`config.mk`:
```
export PLATFORM = sky130hd
export DESIGN_NAME = operand_feeder
export DESIGN_NICKNAME = d
export VERILOG_FILES = /design/src/rtl/operand_feeder.sv
export SDC_FILE = /design/constraint.sdc
export NUM_CORES = 1
export LEC_CHECK = 0
export ABC_AREA = 0
export ABC_CLOCK_PERIOD_IN_PS = 3200
export CAP_MARGIN = 20
export CORE_ASPECT_RATIO = 1.2
export CORE_MARGIN = 2
export CORE_UTILIZATION = 53
export CTS_CLUSTER_DIAMETER = 120
export CTS_CLUSTER_SIZE = 40
export DETAILED_ROUTE_END_ITERATION = 6
export PLACE_DENSITY = 0.86
export SYNTH_ARGS = -nofsm -noshare
export SYNTH_HDL_FRONTEND = slang
export SYNTH_SLANG_ARGS = --single-unit
export TNS_END_PERCENT = 100
```
`constraint.sdc`:
```
create_clock -name clk -period 3.2 [get_ports clk]
set_clock_uncertainty 0.2 [all_clocks]
set_input_delay 0.96 -clock clk [delete_from_list [all_inputs] [get_ports clk]]
set_output_delay 0.96 -clock clk [all_outputs]
set_load 0.05 [all_outputs]
```
`src/rtl/operand_feeder.sv`:
```
// operand_feeder: FIFO-fed single-job compute issuer with result hold; FEEDER_TIMEOUT_EN adds a WAIT watchdog
module operand_feeder #(
  parameter int          DEPTH   = 4,
  parameter logic [23:0] TIMEOUT = 24'd1000000
) (
  input  logic        clk,
  input  logic        rst,
  input  logic        in_valid,
  input  logic [15:0] in_a,
  input  logic [15:0] in_b,
  output logic        in_ready,
  output logic        cu_start,
  output logic [15:0] cu_a,
  output logic [15:0] cu_b,
  input  logic        cu_ready,
  input  logic [15:0] cu_y,
  output logic        res_valid,
  output logic [15:0] res_y,
  input  logic        res_ready,
  output logic [15:0] jobs_done,
  output logic        busy
`ifdef FEEDER_TIMEOUT_EN
  ,
  output logic        err_timeout
`endif
);
  localparam int AW = $clog2(DEPTH);
  typedef enum logic [1:0] {IDLE, ISSUE, WAIT, HOLD} state_t;
  state_t state;
  logic [31:0] mem [DEPTH];
  logic [AW-1:0] wr_ptr, rd_ptr;
  logic [AW:0] count;
  logic push, pop;
`ifdef FEEDER_TIMEOUT_EN
  logic [23:0] timer;
`else
  logic [23:0] unused_timeout;
  assign unused_timeout = TIMEOUT;
`endif
  assign in_ready = count != (AW+1)'(DEPTH);
  assign push = in_valid && in_ready;
  assign pop = state == IDLE && count != '0;
  assign busy = state != IDLE || count != '0;
  always_ff @(posedge clk)
    if (push) mem[wr_ptr] <= {in_a, in_b};
  always_ff @(posedge clk)
    if (rst) begin
      wr_ptr <= '0;
      rd_ptr <= '0;
      count <= '0;
    end else begin
      if (push) wr_ptr <= wr_ptr + 1'b1;
      if (pop) rd_ptr <= rd_ptr + 1'b1;
      count <= count + (AW+1)'(push) - (AW+1)'(pop);
    end
  always_ff @(posedge clk)
    if (rst) begin
      state <= IDLE;
      cu_start <= 1'b0;
      cu_a <= '0;
      cu_b <= '0;
      res_valid <= 1'b0;
      res_y <= '0;
      jobs_done <= '0;
`ifdef FEEDER_TIMEOUT_EN
      timer <= '0;
      err_timeout <= 1'b0;
`endif
    end else
      case (state)
        IDLE:
          if (pop) begin
            {cu_a, cu_b} <= mem[rd_ptr];
            cu_start <= 1'b1;
            state <= ISSUE;
          end
        ISSUE: begin
          cu_start <= 1'b0;
`ifdef FEEDER_TIMEOUT_EN
          timer <= '0;
`endif
          state <= WAIT;
        end
        WAIT:
          if (cu_ready) begin
            res_y <= cu_y;
            res_valid <= 1'b1;
            state <= HOLD;
          end
`ifdef FEEDER_TIMEOUT_EN
          else if (timer == TIMEOUT - 24'd1) begin
            err_timeout <= 1'b1;
            state <= IDLE;
          end else timer <= timer + 24'd1;
`endif
        HOLD:
          if (res_ready) begin
            res_valid <= 1'b0;
            jobs_done <= jobs_done + 1'b1;
            state <= IDLE;
          end
      endcase
endmodule

```
==> results_dict.tcl, run 1 <==
set metrics [dict create \
    ys_seq_area_frac 0.6992 \
    crit_buf_inv 2 \
    cp_top_family "buffers and inverters" \
    worst_slew_pin_slew_ns 0.8858 \
    ys_ff_latch 203 \
    cts.sinks 203 \
    start_util 0.5371 \
    async_flop_share 0 \
    worstPathRequired_ns 2.04 \
    synth_edf_count 128 \
    fp.coreArea_um2 14230 \
    wl_per_cell_um 17.93 \
    rows 48 \
    first_global_vias 4440 \
    finalMaxSlewViolations 0 \
    power_frac_clock 0.180 \
    fin_area_um2 9340 \
    synth.largest_area_cell "edfxtp_1" \
    postRouteAntennaNets 0 \
    powerDensity_nw_per_um2 778.1 \
    seqPwrFrac 0.473 \
    cp_slowest_cell "dlygate4sd2_1" \
    swShare 0.3537 \
    hold_ws_ns 0.2628 \
    synth_commonest_cells "128 x edfxtp_1, 106 x nand2_1, 75 x dfxtp_1" \
    cts.path.max_buffers 3 \
    rsz0062_at_grt "false" \
    ir_worst_vdd_uv 420.1 \
    setup.worst_path.end_class "primary output" \
    synth-warning-count 0 \
    gp_congestion 0.7444 \
    antenna_found_initial 0 \
    grt_max_degree 47 \
    io_pins 121 \
    die_area_um2 15400 \
    ys_types 39 \
    routed_wl_um 14770 \
    fill_cells 991 \
    clk_pin_slew_ns 0.13 \
    synth_top_flop_cell "edfxtp_1" \
    dr.first_iter.drc_count 360 \
    nets 713 \
    postCtsSetupRepairBufs 0 \
    cts-root-buf "clkbuf_16" \
    fmax_mhz 327.7 \
    grt_usage 0.1902 \
    grt_pass1_wl_um 23020 \
    cap_violations 0 \
    worstPathCellList "inv_1 -> ha_1 -> nand2_1 -> dlygate4sd2_1" \
    combPwrFrac 0.347 \
    insertion_delay_ns 0.48 \
    crit_fanout 4 \
    slowest_delay_ns 0.56 \
    crit_arrival_ns 1.89 \
    netlist_top_cells_area "edfxtp_1 50%, dfxtp_1 20%, mux4_2 9.4%" \
    vias 4529 \
    relSlewSlack 0.4094 \
    overflow 0 \
    synth_top_area_share 0.5028 \
    cts_tree "built" \
    crit_type "register to primary output" \
    area_delta_synth_final_pct 22.18 \
    synthCells 530 \
    p_leak_nw 3.105 \
    min_path_type "register to register" \
    die_h_um 135.6 \
    switchingPower_mw 2.570 \
    dr.pass1.iters 5 \
    vias_per_cell 5.496 \
    io_buffers 120 \
    cts_made_buffers 9 \
    htree_levels 1 \
    synthesis.nets 596 \
    setup_violations 0 \
    intPower_mw 4.697 \
    hold_viol_final 0 \
    start_kind "register" \
    die_w_um 113.6 \
    outcome "complete, no violations" \
    placed_area_um2 9076 \
    syn_area_um2 7645 \
    dp_hpwl_um 9624 \
    antenna_cells 0 \
    avgSynthCellArea_um2 14.42 \
    layout-drive-gt1-share 0.1079 \
    drcViolationCount 0 \
    finalCriticalPeriod_ns 3.051 \
    min_period_over_period 0.9536 \
    yosysMostFrequentCell "edfxtp_1" \
]
[cells in the final DEF, fill, tap and decap left out, types with 2 or more instances in the layout]
master	n
nor2_1	24
nor4_1	4
clkbuf_16	9
nand3_1	4
nor2b_1	3
inv_1	11
a211oi_1	2
ha_1	12
xor2_1	6
nand2_1	106
nor3_1	5
nand2b_1	2
edfxtp_1	128
xnor2_1	11
dfxtp_1	73
nand4_1	4
mux4_2	32
clkbuf_1	3
a21oi_1	52
and3_2	4
buf_4	8
clkdlybuf4s50_1	117
dlygate4sd2_1	2
buf_12	4
dfxtp_2	2
[worst register-to-register path, cell delays in order, from the launching register on]
cell and delay [ns]:
dfxtp_1 0.39, or3b_1 0.48, and2_4 0.20, inv_1 0.08
ha_1 0.23, inv_1 0.06, ha_1 0.13, inv_1 0.05
fa_1 0.39, xor2_1 0.19, xnor2_1 0.14, nor2_1 0.05
[final timing paths]
| path | from | end | slack (ns) | depth (start not counted) |
|---|---|---|---|---|
| worst max register to register | count[1]$_SDFF_PP0_ | count[2]$_SDFF_PP0_ | 0.50 | 11 |
| worst max-delay path | state[0]$_SDFFE_PP0P_ | busy | 0.15 | 4 |
| worst min-delay path | cu_a[9]$_SDFFE_PP0P_ | cu_a[9]$_SDFFE_PP0P_ | 0.26 | 2 |
| worst min register to register | cu_a[9]$_SDFFE_PP0P_ | cu_a[9]$_SDFFE_PP0P_ | 0.26 | 2 |
[sequential cells by signal (all words and copies together), names as in the netlist]
name / flops
mem: 128
count: 3
cu_b: 16
state: 2
rd_ptr: 2
wr_ptr: 2
res_y: 16
res_valid: 1
cu_start: 1
jobs_done: 16
cu_a: 16
[metrics by stage]
stage	utilization	TNS, ns	power [mW]	cells	setup WS, ns
floorplan	-	0	5.214	530	0.4383
CTS	0.6562	0	7.325	824	0.1412
finish	0.6562	0	7.267	824	0.1485
global route	0.6562	0	7.622	824	0.06008
detailed placement	0.6377	-0.09399	6.057	811	-0.09399
global placement	0.6377	0	5.965	811	0.01388
[power groups by stage]
stage               sequential (mW)  combinational (mW)  clock (mW)
global placement               3.47                2.49           0
detailed placement             3.51                2.55           0
CTS                            3.45                2.55        1.33
floorplan                      4.06                1.15           0
global route                   3.49                2.70        1.43
finish                         3.44                2.52        1.30
[logic make-up after synthesis]
family	Yosys count	synth area share
AO/OA/AOI/OAI	58	0.04010
AND/OR/NAND/NOR	167	0.09853
adder cells (fa/ha/maj)	13	0.02226
multiplexers	34	0.09705
XOR/XNOR	17	0.01948
buffers and inverters	38	0.02340
flip-flops	203	0.6992
[per-layer routing]
| metal | vias up | wire length (µm) | part of all wire | track usage |
|---|---|---|---|---|
| met4 | 0 | 133 | 0.0090 | 0.03320 |
| met1 | 2239 | 5959 | 0.40 | 0.2379 |
| met3 | 16 | 834 | 0.056 | 0.02774 |
| met2 | 143 | 7847 | 0.53 | 0.3560 |
| met5 | - | 0 | 0 | 0 |
| li1 | 2131 | - | - | - |
[layout make-up]
cell class              count  area [µm²]  share of cell area
clock buffers              12       236.5             0.02532
clock inverters             1       30.03            0.003215
inverters                  12       45.04            0.004823
multi-input cells         289        2128              0.2279
flip-flops and latches    203        5348              0.5725
well taps                 175       219.0             0.02344
repair buffers            132        1334              0.1428
[what timing repair did]
item / CTS / global route
hold buffers: 0 / 0
resized for setup: 2 / 0
setup endpoints to repair: 2 / 0
Note: power is estimated with default switching activity, not from simulation.
==> inputs of run 2 (changes only) <==
Settings changed: CELL_PAD_IN_SITES_DETAIL_PLACEMENT from default to 1, CELL_PAD_IN_SITES_GLOBAL_PLACEMENT from default to 2, CORE_UTILIZATION 53 to 37.
==> results_dict.tcl, run 2 (synthesized netlist as in run 1, its figures left out) <==
set metrics [dict create \
    outcome "complete, no violations" \
    fill_cells 2049 \
    rsz0062_at_grt "false" \
    postRouteAntennaNets 0 \
    min_period_over_period 0.9399 \
    cp_top_family "buffers and inverters" \
    die_h_um 161.5 \
    fin_ws_ns 0.1925 \
    min_path_type "register to register" \
    io_buffers 120 \
    drcViolationCount 0 \
    routed_wl_um 16840 \
    die_w_um 135.2 \
    gp_congestion 0.7561 \
    p_leak_nw 3.099 \
    ir_worst_vdd_uv 445.8 \
    area_delta_synth_final_pct 23.73 \
    p_total_mw 7.341 \
    grt_pass1_wl_um 26720 \
    final_cell_count_no_fill 912 \
    wl_per_cell_um 18.46 \
    start_kind "register" \
    grt_max_degree 78 \
    worstPathCellList "clkdlybuf4s50_1" \
    relSlewSlack 0.4007 \
    powerDensity_nw_per_um2 776.0 \
    worst_slew_pin_slew_ns 0.8990 \
    htree_levels 1 \
    largest_reg_flops 128 \
    insertion_delay_ns 0.47 \
    start_util 0.3774 \
    cap_violations 0 \
    mostFrequentLayoutCell "edfxtp_1" \
    clk_pin_slew_ns 0.14 \
    post-place-ws_ns -0.05153 \
    antenna_cells 0 \
    overflow 0 \
    cts.path.max_buffers 3 \
    rows 57 \
    fp.coreArea_um2 20250 \
    finalCriticalPeriod_ns 3.008 \
    fmax_mhz 332.5 \
    io_pins 121 \
    first_global_vias 4955 \
    cts-root-buf "clkbuf_16" \
    crit_type "register to primary output" \
    cts_made_buffers 9 \
    fin_util 0.4670 \
    setup_violations 0 \
    final_cell_mix "128 x edfxtp_1, 117 x clkdlybuf4s50_1, 106 x nand2_1" \
    crit_fanout 7 \
    hold_ws_ns 0.2603 \
    dr.first_iter.drc_count 246 \
    setup.worst_path.end_class "primary output" \
    cts_tree "built" \
    grt_usage 0.1567 \
    crit_buf_inv 1 \
    regArea_um2 5348 \
    multi_input_area_um2 2128 \
    dp_cells 899 \
    layout-drive-gt1-share 0.1066 \
    slowest_delay_ns 0.86 \
    dr.pass1.iters 5 \
    vias 4548 \
    crit_arrival_ns 1.85 \
    antenna_found_initial 0 \
    hold_viol_final 0 \
    cts.sinks 203 \
    nets 711 \
    dp_hpwl_um 10980 \
    vias_per_cell 4.987 \
    finalMaxSlewViolations 0 \
    cp_slowest_cell "clkdlybuf4s50_1" \
    die_area_um2 21830 \
    worstPathRequired_ns 2.04 \
    regMostFlops "mem" \
]
-- run 2: final timing paths --
| check | start | endpoint | slack (ns) | cells past startpoint |
|---|---|---|---|---|
| setup / recovery | jobs_done[3]$_SDFFE_PP0P_ | jobs_done[3] | 0.19 | 1 |
| hold / removal | cu_b[0]$_SDFFE_PP0P_ | cu_b[0]$_SDFFE_PP0P_ | 0.26 | 2 |
| setup reg to reg | count[1]$_SDFF_PP0_ | count[2]$_SDFF_PP0_ | 0.53 | 11 |
| hold reg to reg | cu_b[0]$_SDFFE_PP0P_ | cu_b[0]$_SDFFE_PP0P_ | 0.26 | 2 |
-- run 2: layer usage --
| layer | GRT usage | wire length [µm] |
|---|---|---|
| met1 | 0.1890 | 6713 |
| met2 | 0.2974 | 9223 |
| met3 | 0.02417 | 764 |
| met4 | 0.02652 | 137 |
| met5 | 0 | 0 |
-- run 2: final cells by class --
cell class,instances,area share
inverters,12,0.004762
flip-flops and latches,203,0.5653
repair buffers,130,0.1417
clock inverters,1,0.003175
multi-input cells,289,0.2250
well taps,265,0.03505
clock buffers,12,0.02500
-- run 2: metrics by stage --
stage | setup TNS [ns] | instance area [µm²]
after CTS | 0 | 9463
after floorplan | 0 | 7645
after detailed placement | -0.05153 | 9199
after global placement | 0 | 9199
after global routing | 0 | 9459
final | 0 | 9459
-- run 2: report_power, final --
| part | total (mW) | internal [mW] | switching, mW |
|---|---|---|---|
| combinational | 2.56 | 0.963 | 1.59 |
| sequential | 3.45 | 3.19 | 0.259 |
| clock | 1.33 | 0.545 | 0.789 |
| total | 7.34 | 4.70 | 2.64 |
-- run 2: timing repair --
action,4_1_cts,5_1_grt
setup endpoints to repair,2,1
setup buffers,0,0
gates resized for setup,2,2
hold buffers,0,0
==> inputs of run 3 (changes only) <==
Settings changed: ABC_CLOCK_PERIOD_IN_PS 3200 to 3750, CORE_UTILIZATION 37 to 40, PLACE_DENSITY 0.86 to 0.91.
Clock period 3.2 ns to 3.75 ns, I/O delays scaled along.
==> results_dict.tcl, run 3 (synthesized netlist as in run 1, its figures left out) <==
set metrics [dict create \
    die_w_um 130.2 \
    min_period_over_period 0.9408 \
    cts.sinks 203 \
    postRouteAntennaNets 0 \
    multi_input_area_um2 2128 \
    min_path_type "register to register" \
    fill_cells 1884 \
    cts_made_buffers 9 \
    final.setup.tns_ns 0 \
    wl_per_cell_um 17.84 \
    regMostFlops "mem" \
    finalCriticalPeriod_ns 3.528 \
    regArea_um2 5348 \
    cts-root-buf "clkbuf_16" \
    rows 55 \
    area_delta_synth_final_pct 23.19 \
    first_global_vias 4923 \
    dr.pass1.iters 4 \
    cts_tree "built" \
    vias_per_cell 5.051 \
    drcViolationCount 0 \
    io_buffers 120 \
    grt_usage 0.1640 \
    layout-drive-gt1-share 0.1108 \
    outcome "complete, no violations" \
    relSlewSlack 0.4168 \
    powerDensity_nw_per_um2 661.9 \
    die_h_um 155.4 \
    routed_wl_um 16180 \
    p_total_mw 6.234 \
    largest_reg_flops 128 \
    htree_levels 1 \
    vias 4581 \
    antenna_found_initial 2 \
    setup.worst_path.end_class "primary output" \
    worst_slew_pin_slew_ns 0.8748 \
    die_area_um2 20240 \
    io_pins 121 \
    fp.coreArea_um2 18790 \
    placed_area_um2 9135 \
    hold_viol_final 0 \
    crit_fanout 4 \
    overflow 0 \
    cts_hold_buf 0 \
    crit_arrival_ns 2.20 \
    cts_resized 0 \
    crit_type "register to primary output" \
    cts.path.max_buffers 3 \
    fin_area_um2 9418 \
    cap_violations 0 \
    grt_max_degree 42 \
    final_cell_mix "128 x edfxtp_1, 119 x clkdlybuf4s50_1, 106 x nand2_1" \
    clk_pin_slew_ns 0.14 \
    worstPathRequired_ns 2.42 \
    gp_congestion 0.7333 \
    dr.first_iter.drc_count 229 \
    nets 714 \
    insertion_delay_ns 0.47 \
    setup_violations 0 \
    p_leak_nw 3.108 \
    dp_hpwl_um 11240 \
    start_kind "register" \
    postCtsSetupRepairBufs 0 \
    ir_worst_vdd_uv 337.8 \
    rsz0062_at_grt "false" \
    start_util 0.4069 \
    mostFrequentLayoutCell "edfxtp_1" \
    fmax_mhz 283.4 \
    grt_pass1_wl_um 26120 \
    finalMaxSlewViolations 0 \
]
[run 3: final timing paths]
kind                           from                endpoint  slack [ns]  cells past startpoint
min reg2reg  res_y[10]$_SDFFE_PP0P_  res_y[10]$_SDFFE_PP0P_        0.26                      2
max reg2reg     count[1]$_SDFF_PP0_     count[2]$_SDFF_PP0_        1.05                     11
min          res_y[10]$_SDFFE_PP0P_  res_y[10]$_SDFFE_PP0P_        0.26                      2
max           state[0]$_SDFFE_PP0P_                    busy        0.22                      4
[run 3: per-layer routing]
layer / part of all wire / GRT usage
met1: 0.42 / 0.2121
met2: 0.52 / 0.2892
met3: 0.042 / 0.02682
met4: 0.018 / 0.03738
met5: 0.00049 / 0
[run 3: layout make-up]
cell class | count | share of cell area
tap | 256 | 0.03401
antenna | 1 | 0.0002657
multi-input combinational | 289 | 0.2260
clock inverter | 2 | 0.005048
clock buffer | 11 | 0.02471
inverter | 12 | 0.004783
sequential | 203 | 0.5678
timing repair buffer | 133 | 0.1374
[run 3: where the power goes]
part           internal [mW]  leakage (nW)  switching, mW
Combinational          0.806          1.19           1.34
Clock                  0.497         0.137          0.649
Sequential              2.72          1.78          0.222
[run 3: worst max-delay path, stage by stage (launching register included)]
cell and delay [ns]:
dfxtp_1 0.41, inv_1 0.10, ha_1 0.25, nand2_1 0.12
clkdlybuf4s50_1 0.84
[run 3: per-stage QoR]
step	instances	hold WS, ns	setup WS, ns	util
5_1_grt	906	0.2942	0.09740	0.5012
2_1_floorplan	530	0.2692	0.9438	-
6_report	907	0.2647	0.2220	0.5013
3_3_place_gp	893	0.2416	0.3352	0.4862
3_5_place_dp	893	0.2480	0.2344	0.4862
4_1_cts	906	0.2664	0.1868	0.5012
